### config.mk
export PLATFORM = sky130hd
export DESIGN_NAME = response_collector
export DESIGN_NICKNAME = d
export VERILOG_FILES = /design/src/rtl/simon_pkg.sv /design/src/rtl/sw_debouncer.sv /design/src/rtl/response_collector.sv
export SDC_FILE = /design/constraint.sdc
export NUM_CORES = 1
export LEC_CHECK = 0
export ABC_AREA = 1
export ABC_CLOCK_PERIOD_IN_PS = 3770
export CAP_MARGIN = 30
export CORE_UTILIZATION = 45
export CTS_CLUSTER_DIAMETER = 60
export DETAILED_ROUTE_END_ITERATION = 12
export MAX_ROUTING_LAYER = met4
export PLACE_DENSITY = 0.7
export SKIP_CTS_REPAIR_TIMING = 1
export SLEW_MARGIN = 20
export SYNTH_ARGS = -nofsm -noshare
export SYNTH_HDL_FRONTEND = slang
export SYNTH_SLANG_ARGS = --single-unit
### constraint.sdc
create_clock -name clk -period 3.77 [get_ports clk]
set_input_delay 0.377 -clock clk [delete_from_list [all_inputs] [get_ports clk]]
set_output_delay 0.377 -clock clk [all_outputs]
set_load 0.005 [all_outputs]
### src/rtl/simon_pkg.sv
// Shared types and helpers for the Simon game blocks.
//   color_t      : 2-bit colour code, one per switch/LED.
//   LEVEL_W      : width of the round index / level.
//   rc_state_t   : response_collector FSM states.
//   FAIL_*       : values carried on fail_cause alongside a fail pulse.
//   is_press     : true when exactly one switch is set.
//   encode_sw    : one-hot switch pattern -> colour code.
//   color_led    : colour code -> one-hot LED pattern.
package simon_pkg;

    localparam int LEVEL_W = 4;

    typedef enum logic [1:0] {
        C0 = 2'd0,
        C1 = 2'd1,
        C2 = 2'd2,
        C3 = 2'd3
    } color_t;

    typedef enum logic [2:0] {
        IDLE         = 3'd0,
        WAIT_PRESS   = 3'd1,
        DEBOUNCE_P   = 3'd2,
        FETCH        = 3'd3,
        CHECK        = 3'd4,
        WAIT_RELEASE = 3'd5,
        HALT         = 3'd6
    } rc_state_t;

    localparam logic FAIL_WRONG   = 1'b0;
    localparam logic FAIL_TIMEOUT = 1'b1;

    function automatic logic is_press(input logic [3:0] sw);
        return (sw != 4'b0000) && ((sw & (sw - 4'd1)) == 4'b0000);
    endfunction

    // Only meaningful for a one-hot pattern; the highest set bit wins otherwise.
    function automatic color_t encode_sw(input logic [3:0] sw);
        color_t c;
        c = C0;
        if (sw[1]) c = C1;
        if (sw[2]) c = C2;
        if (sw[3]) c = C3;
        return c;
    endfunction

    function automatic logic [3:0] color_led(input color_t c);
        return 4'b0001 << c;
    endfunction

endpackage

### src/rtl/sw_debouncer.sv
// Two-flop synchronizer plus a consecutive-match counter.
//   clk, reset : clock, asynchronous active-low reset.
//   sw_raw     : raw switch inputs.
//   target     : pattern the synchronized switches must hold.
//   restart    : clears the match count (held while nobody is debouncing).
//   sw_sync    : synchronized switch pattern.
//   stable     : high in the cycle that completes DEBOUNCE_CYC consecutive
//                cycles of sw_sync == target since the last restart.
module sw_debouncer #(
    parameter int DEBOUNCE_CYC = 1_000_000
) (
    input  logic       clk,
    input  logic       reset,
    input  logic [3:0] sw_raw,
    input  logic [3:0] target,
    input  logic       restart,
    output logic [3:0] sw_sync,
    output logic       stable
);

    localparam int              CNT_W    = $clog2(DEBOUNCE_CYC + 1);
    localparam logic [CNT_W-1:0] CNT_MAX  = CNT_W'(DEBOUNCE_CYC);
    localparam logic [CNT_W-1:0] CNT_LAST = CNT_W'(DEBOUNCE_CYC - 1);

    logic [3:0]       sync_1;
    logic [CNT_W-1:0] cnt;
    logic             match;

    assign match  = (sw_sync == target);
    // The current matching cycle is the DEBOUNCE_CYC-th once cnt holds the
    // previous DEBOUNCE_CYC-1 matches.
    assign stable = match && !restart && (cnt >= CNT_LAST);

    always_ff @(posedge clk or negedge reset) begin
        if (!reset) begin
            sync_1  <= 4'b0000;
            sw_sync <= 4'b0000;
            cnt     <= '0;
        end else begin
            sync_1  <= sw_raw;
            sw_sync <= sync_1;
            if (restart || !match) begin
                cnt <= '0;
            end else if (cnt < CNT_MAX) begin
                cnt <= cnt + 1'b1;
            end
        end
    end

endmodule

### src/rtl/response_collector.sv
// Collects the player's switch entries for one Simon round and checks each
// against the stored sequence.
//   clk, reset  : clock, asynchronous active-low reset.
//   on_off      : high runs/holds a round, low aborts to IDLE.
//   level       : index of the last entry checked this round.
//   sw          : raw player switches, one per colour.
//   mem_num     : sequence memory read data for address.
//   address     : sequence memory read address (index, 0 in IDLE).
//   led         : [3:0] entered colour, [8] round won, [9] round lost.
//   done        : one-cycle pulse, all entries matched.
//   fail        : one-cycle pulse, wrong colour or timeout.
//   fail_cause  : valid with fail, FAIL_WRONG or FAIL_TIMEOUT.
//   dbg_state   : current FSM state.
// All outputs are registered: they are computed from the next-state values.
module response_collector
    import simon_pkg::*;
#(
    parameter int DEBOUNCE_CYC = 1_000_000,
    parameter int TIMEOUT_CYC  = 250_000_000
) (
    input  logic               clk,
    input  logic               reset,
    input  logic               on_off,
    input  logic [LEVEL_W-1:0] level,
    input  logic [3:0]         sw,
    input  logic [1:0]         mem_num,
    output logic [LEVEL_W-1:0] address,
    output logic [9:0]         led,
    output logic               done,
    output logic               fail,
    output logic               fail_cause,
    output rc_state_t          dbg_state
);

    localparam int            TO_W    = $clog2(TIMEOUT_CYC + 1);
    localparam logic [TO_W-1:0] TO_LAST = TO_W'(TIMEOUT_CYC - 1);
    localparam logic [9:0]    LED_WIN  = 10'b01_0000_0000;
    localparam logic [9:0]    LED_LOSE = 10'b10_0000_0000;

    rc_state_t          state_q, state_n;
    logic [LEVEL_W-1:0] index_q, index_n;
    logic [TO_W-1:0]    to_cnt_q, to_cnt_n;
    logic [3:0]         pat_q, pat_n;
    color_t             code_q, code_n;
    logic [LEVEL_W-1:0] address_n;
    logic [9:0]         led_n;
    logic               done_n, fail_n, cause_n;

    logic [3:0] sw_sync;
    logic [3:0] deb_target;
    logic       deb_restart;
    logic       deb_stable;

    // One debouncer serves both phases: the latched press pattern while
    // debouncing a press, all-zero while waiting for the release.
    assign deb_target  = (state_q == WAIT_RELEASE) ? 4'b0000 : pat_q;
    assign deb_restart = !((state_q == DEBOUNCE_P) || (state_q == WAIT_RELEASE));

    sw_debouncer #(
        .DEBOUNCE_CYC(DEBOUNCE_CYC)
    ) u_debouncer (
        .clk    (clk),
        .reset  (reset),
        .sw_raw (sw),
        .target (deb_target),
        .restart(deb_restart),
        .sw_sync(sw_sync),
        .stable (deb_stable)
    );

    assign dbg_state = state_q;

    always_comb begin
        state_n  = state_q;
        index_n  = index_q;
        to_cnt_n = to_cnt_q;
        pat_n    = pat_q;
        code_n   = code_q;
        done_n   = 1'b0;
        fail_n   = 1'b0;
        cause_n  = 1'b0;
        led_n    = 10'b0;

        if (!on_off) begin
            state_n  = IDLE;
            index_n  = '0;
            to_cnt_n = '0;
        end else begin
            unique case (state_q)
                IDLE: begin
                    index_n  = '0;
                    to_cnt_n = '0;
                    state_n  = WAIT_PRESS;
                end
                WAIT_PRESS: begin
                    // Timeout is checked first so it wins over a press.
                    if (to_cnt_q >= TO_LAST) begin
                        fail_n  = 1'b1;
                        cause_n = FAIL_TIMEOUT;
                        led_n   = LED_LOSE;
                        state_n = HALT;
                    end else begin
                        to_cnt_n = to_cnt_q + 1'b1;
                        if (is_press(sw_sync)) begin
                            pat_n   = sw_sync;
                            state_n = DEBOUNCE_P;
                        end
                    end
                end
                DEBOUNCE_P: begin
                    if (to_cnt_q >= TO_LAST) begin
                        fail_n  = 1'b1;
                        cause_n = FAIL_TIMEOUT;
                        led_n   = LED_LOSE;
                        state_n = HALT;
                    end else begin
                        to_cnt_n = to_cnt_q + 1'b1;
                        if (sw_sync != pat_q) begin
                            state_n = WAIT_PRESS;
                        end else if (deb_stable) begin
                            code_n  = encode_sw(pat_q);
                            state_n = FETCH;
                        end
                    end
                end
                FETCH: begin
                    // Address already shows index; this cycle lets a
                    // registered memory return mem_num.
                    state_n = CHECK;
                end
                CHECK: begin
                    if (code_q != color_t'(mem_num)) begin
                        fail_n  = 1'b1;
                        cause_n = FAIL_WRONG;
                        led_n   = LED_LOSE;
                        state_n = HALT;
                    end else begin
                        state_n = WAIT_RELEASE;
                    end
                end
                WAIT_RELEASE: begin
                    if (deb_stable) begin
                        if (index_q == level) begin
                            done_n  = 1'b1;
                            led_n   = LED_WIN;
                            state_n = HALT;
                        end else begin
                            index_n  = index_q + 1'b1;
                            to_cnt_n = '0;
                            state_n  = WAIT_PRESS;
                        end
                    end
                end
                HALT: begin
                    led_n = led;
                end
                default: begin
                    state_n = IDLE;
                end
            endcase

            if ((state_n == CHECK) || (state_n == WAIT_RELEASE)) begin
                led_n = {6'b0, color_led(code_n)};
            end
        end

        address_n = (state_n == IDLE) ? '0 : index_n;
    end

    always_ff @(posedge clk or negedge reset) begin
        if (!reset) begin
            state_q    <= IDLE;
            index_q    <= '0;
            to_cnt_q   <= '0;
            pat_q      <= 4'b0000;
            code_q     <= C0;
            address    <= '0;
            led        <= 10'b0;
            done       <= 1'b0;
            fail       <= 1'b0;
            fail_cause <= 1'b0;
        end else begin
            state_q    <= state_n;
            index_q    <= index_n;
            to_cnt_q   <= to_cnt_n;
            pat_q      <= pat_n;
            code_q     <= code_n;
            address    <= address_n;
            led        <= led_n;
            done       <= done_n;
            fail       <= fail_n;
            fail_cause <= cause_n;
        end
    end

endmodule

==> results.txt <==
The flow ran to the end, and the final reports show no timing, DRC or antenna violations. The initial antenna violation count is 0. Sorting the synthesized cells by how often they occur yields nand2_1, dfrtp_1, inv_1. For hold timing, the worst endpoint is u_debouncer.sw_sync[2]. Ranked by total cell area, the synthesized netlist is headed by dfrtp_1, nand2_1, inv_1.

The synthesized design spends more area on one cell type than any other, namely dfrtp_1. The number of distinct standard cells referenced by the synthesized netlist came out at 41. The fraction of power consumed by combinational cells came out at 14.8%. In this run the critical register-to-register path is captured at to_cnt_q[9]. In the synthesized netlist the dominant register cell turns out to be dfrtp_1. The clock transition at the register clock pins on the worst setup and hold paths after CTS came out at 0.09 ns.

The proportion of power drawn by the clock network is 35.3%. The share of layout cells above drive strength 1 came out at 6.792%. At the worst endpoint, the arrival time is 2.95 ns. The final max-slew violation count came to 0.

The horizontal extent of the die came out at 105.1 um. The routed length per placed instance is 13.46 um. The setup check on the worst reg-to-reg path leaves a slack of 1.08 ns. The area growth from synthesis to layout is 12.78%. The setup path with the least slack is of type reg -> reg. The global router's overall resource usage is 22.27%.

TritonCTS built the clock tree. In this run the worst path has a maximum fanout of 31. The routability-driven placement congestion ratio came out at 0.9287.

Dividing the detail-routed via count by the number of cells gives 5.266. The largest buffer count on any clock path is 2. The overall die height came out at 105.1 um.

The number of remaining DRC errors came out at 0. The count of input and output buffers came out at 28. The post-route antenna net violation count came out at 0. The part of the power in registers is 50.0%. The startpoint type of the worst setup path is a flop.

The number of enable-type register cells in the synthesized netlist came out at 0. The worst clock skew came out at 0.008053 ns. STA classifies the critical path endpoint as a flop. The number of flip-flops and latches in the synthesized netlist came out at 82.

The clock latency at the later pin of the worst-skew pair came out at 0.37 ns. The portion of synthesized cell area occupied by the leading cell type came out at 42.88%. Summed over all nets, the switching power comes to 0.5907 mW.

The post-synthesis async set-or-reset flop share came out at 100.0%. Subtracting the final worst setup slack from the clock period gives 2.690 ns. The worst hold path begins at u_debouncer.sync_1[2]. The fraction of power spent switching nets is 30.94%. For the worst setup path, the data required time is 4.03 ns.

The number of H-tree levels came out at 3. The sum of negative setup slack is 0 ns. The hold violation total from the final report was 0.

The total wirelength of the detailed-routed design came out at 11140 um. The number of diodes added for antenna fixing is 0. The area of the die is 0.01105 mm^2.

The cell area reported after detailed placement came out at 0.005185 mm^2. TritonCTS created 9 clock buffers. For this block, the initial DRC count from the detailed router was 238. The proportion of synthesized chip area in sequential cells came out at 42.88%. Setup violations remaining at the end of the flow were counted as 0. The number of global-route vias before repair came to 4176. The post-layout net count is 703. The internal cell power came out at 1.318 mW. For this design the ratio of total power to cell area is 353.7 mW/mm^2. The number of synthesis warnings came out at 0.

Entering global routing, the biggest net connects 51 pins. The startpoint of the most critical register-to-register path is dbg_state[0]. The average instance area after synthesis came out at 7.284 um^2. Dividing the final minimum period by the clock period gives 71.35%.

In this run the count of I/O pins placed on the die edge is 33. Yosys instantiated no cell more often than nand2_1. The total congestion overflow came out at 0. Measured against its own limit, the worst slew margin works out to 60.26%. Setup repair after global routing left no endpoint under its margin. The path class of the tightest hold or removal check is reg -> reg. The initial utilization of the core area, before any placement, comes to 46.36%.

For this block, the via count after detailed routing is 4360. Once layout is done, the placed cells without fillers occupy 0.005398 mm^2. The number of sinks driven by the clock tree came out at 82. The actual slew at the worst max-slew pin is 0.5940 ns. Synthesis produced 657 cells. The number of violations of the max-capacitance limit came out at 0. The count of cells along the worst register-to-register path is 12. The first-pass GRT wire length came out at 19240 um. The maximum VDD drop is 0.2075 mV. The static leakage is 2.379 nW. The detailed-placement wirelength estimate is 8297 um. The cell depth of the worst min-delay path came out at 0. Before antenna repair, the detailed router went through 4 iterations. The number of standard-cell rows in the floorplan came out at 37.

The peak clock frequency supported by timing came out at 371.7 MHz. Clock tree synthesis selected as its root buffer the cell clkbuf_8. The floorplan step defined a core boundary enclosing 0.01032 mm^2. The mapped netlist covers 0.004786 mm^2.
per-stage QoR:
stage,hold slack (ns),cells,worst slack [ns],power [mW],utilization (%)
2_1_floorplan,0.08141,660,1.966,1.159,-
5_1_grt,0.3735,828,0.8147,1.995,52.28
3_5_place_dp,0.3363,811,1.105,1.250,50.22
6_report,0.3569,828,1.080,1.909,52.28
3_3_place_gp,0.3333,810,1.232,1.237,49.96
4_1_cts,-0.05382,827,1.087,1.913,52.19
state kept, by name, summed over array words and instances, names as in the netlist:
name	cells
to_cnt_q	28
u_debouncer.cnt	20
led	6
address	4
index_q	4
pat_q	4
u_debouncer.sw_sync	4
u_debouncer.sync_1	4
dbg_state	3
code_q	2
done	1
fail	1
fail_cause	1
layer usage:
metal  global-route usage [%]  share of wire, %  vias to the layer above
met5                        -                 0                        -
met4                    8.753               2.1                        0
met3                    2.620               4.0                       20
met2                    34.86                46                      119
met1                    29.60                48                     2033
li1                         -                 -                     2188
power groups by stage:
stage	Combinational [mW]	Sequential, mW	Clock, mW
6_report	0.282	0.954	0.673
5_1_grt	0.320	0.960	0.715
4_1_cts	0.280	0.954	0.679
3_5_place_dp	0.279	0.971	0
3_3_place_gp	0.269	0.968	0
2_1_floorplan	0.197	0.963	0
worst max-delay path: stages (launching register included):
cell and delay, ns:
dfrtp_1 0.48, inv_2 0.15, nand3_2 0.12, nor2_1 0.12, nand2_1 0.09, a21oi_4 0.34, nand3_2 0.12, nand2_2 0.13
nand3_2 0.10, nand2_2 0.46, inv_2 0.24, a21oi_1 0.18, nor2_1 0.05
worst max path at each step:
stage	startpoint	endpoint	slack, ns
5_1_grt	dbg_state[0]	to_cnt_q[9]	0.81
6_report	dbg_state[0]	to_cnt_q[9]	1.08
3_5_place_dp	dbg_state[0]	to_cnt_q[9]	1.10
4_1_cts	dbg_state[0]	to_cnt_q[9]	1.09
3_3_place_gp	dbg_state[0]	to_cnt_q[2]	1.23
2_1_floorplan	to_cnt_q[1]	to_cnt_q[9]	1.97
area by class of cell:
type                            count  area [um^2]
Clock buffer                        9        123.9
Tap cell                          136        170.2
Sequential cell                    82         2052
Timing Repair Buffer               32        330.3
Clock inverter                      7        78.83
Inverter                           85        319.1
Fill cell                         998         4926
Multi-Input combinational cell    477         2323
cell families after synthesis:
| logic type | Yosys count | share of synthesized area (%) |
|---|---|---|
| AO/OA/AOI/OAI | 82 | 9.595 |
| flip-flops | 82 | 42.88 |
| adder cells (fa/ha/maj) | 3 | 0.7844 |
| other | 1 | 0.07836 |
| buffers and inverters | 101 | 8.810 |
| XOR/XNOR | 24 | 4.392 |
| AND/OR/NAND/NOR | 364 | 33.46 |
cell usage in the layout (no fill, tap or decap), types with 4 or more instances in the layout:
cell / instances
nand2_2: 4
nand4_1: 17
o21ai_0: 25
inv_2: 9
or2_2: 4
o21ai_1: 14
xor2_1: 21
nand3_1: 41
clkdlybuf4s50_1: 27
dfrtp_1: 82
nor2_1: 73
clkbuf_8: 9
nand2_1: 167
inv_1: 75
conb_1: 4
nor3_1: 39
a21oi_1: 28
nor4_1: 5
(Power assumes the default switching activity.)
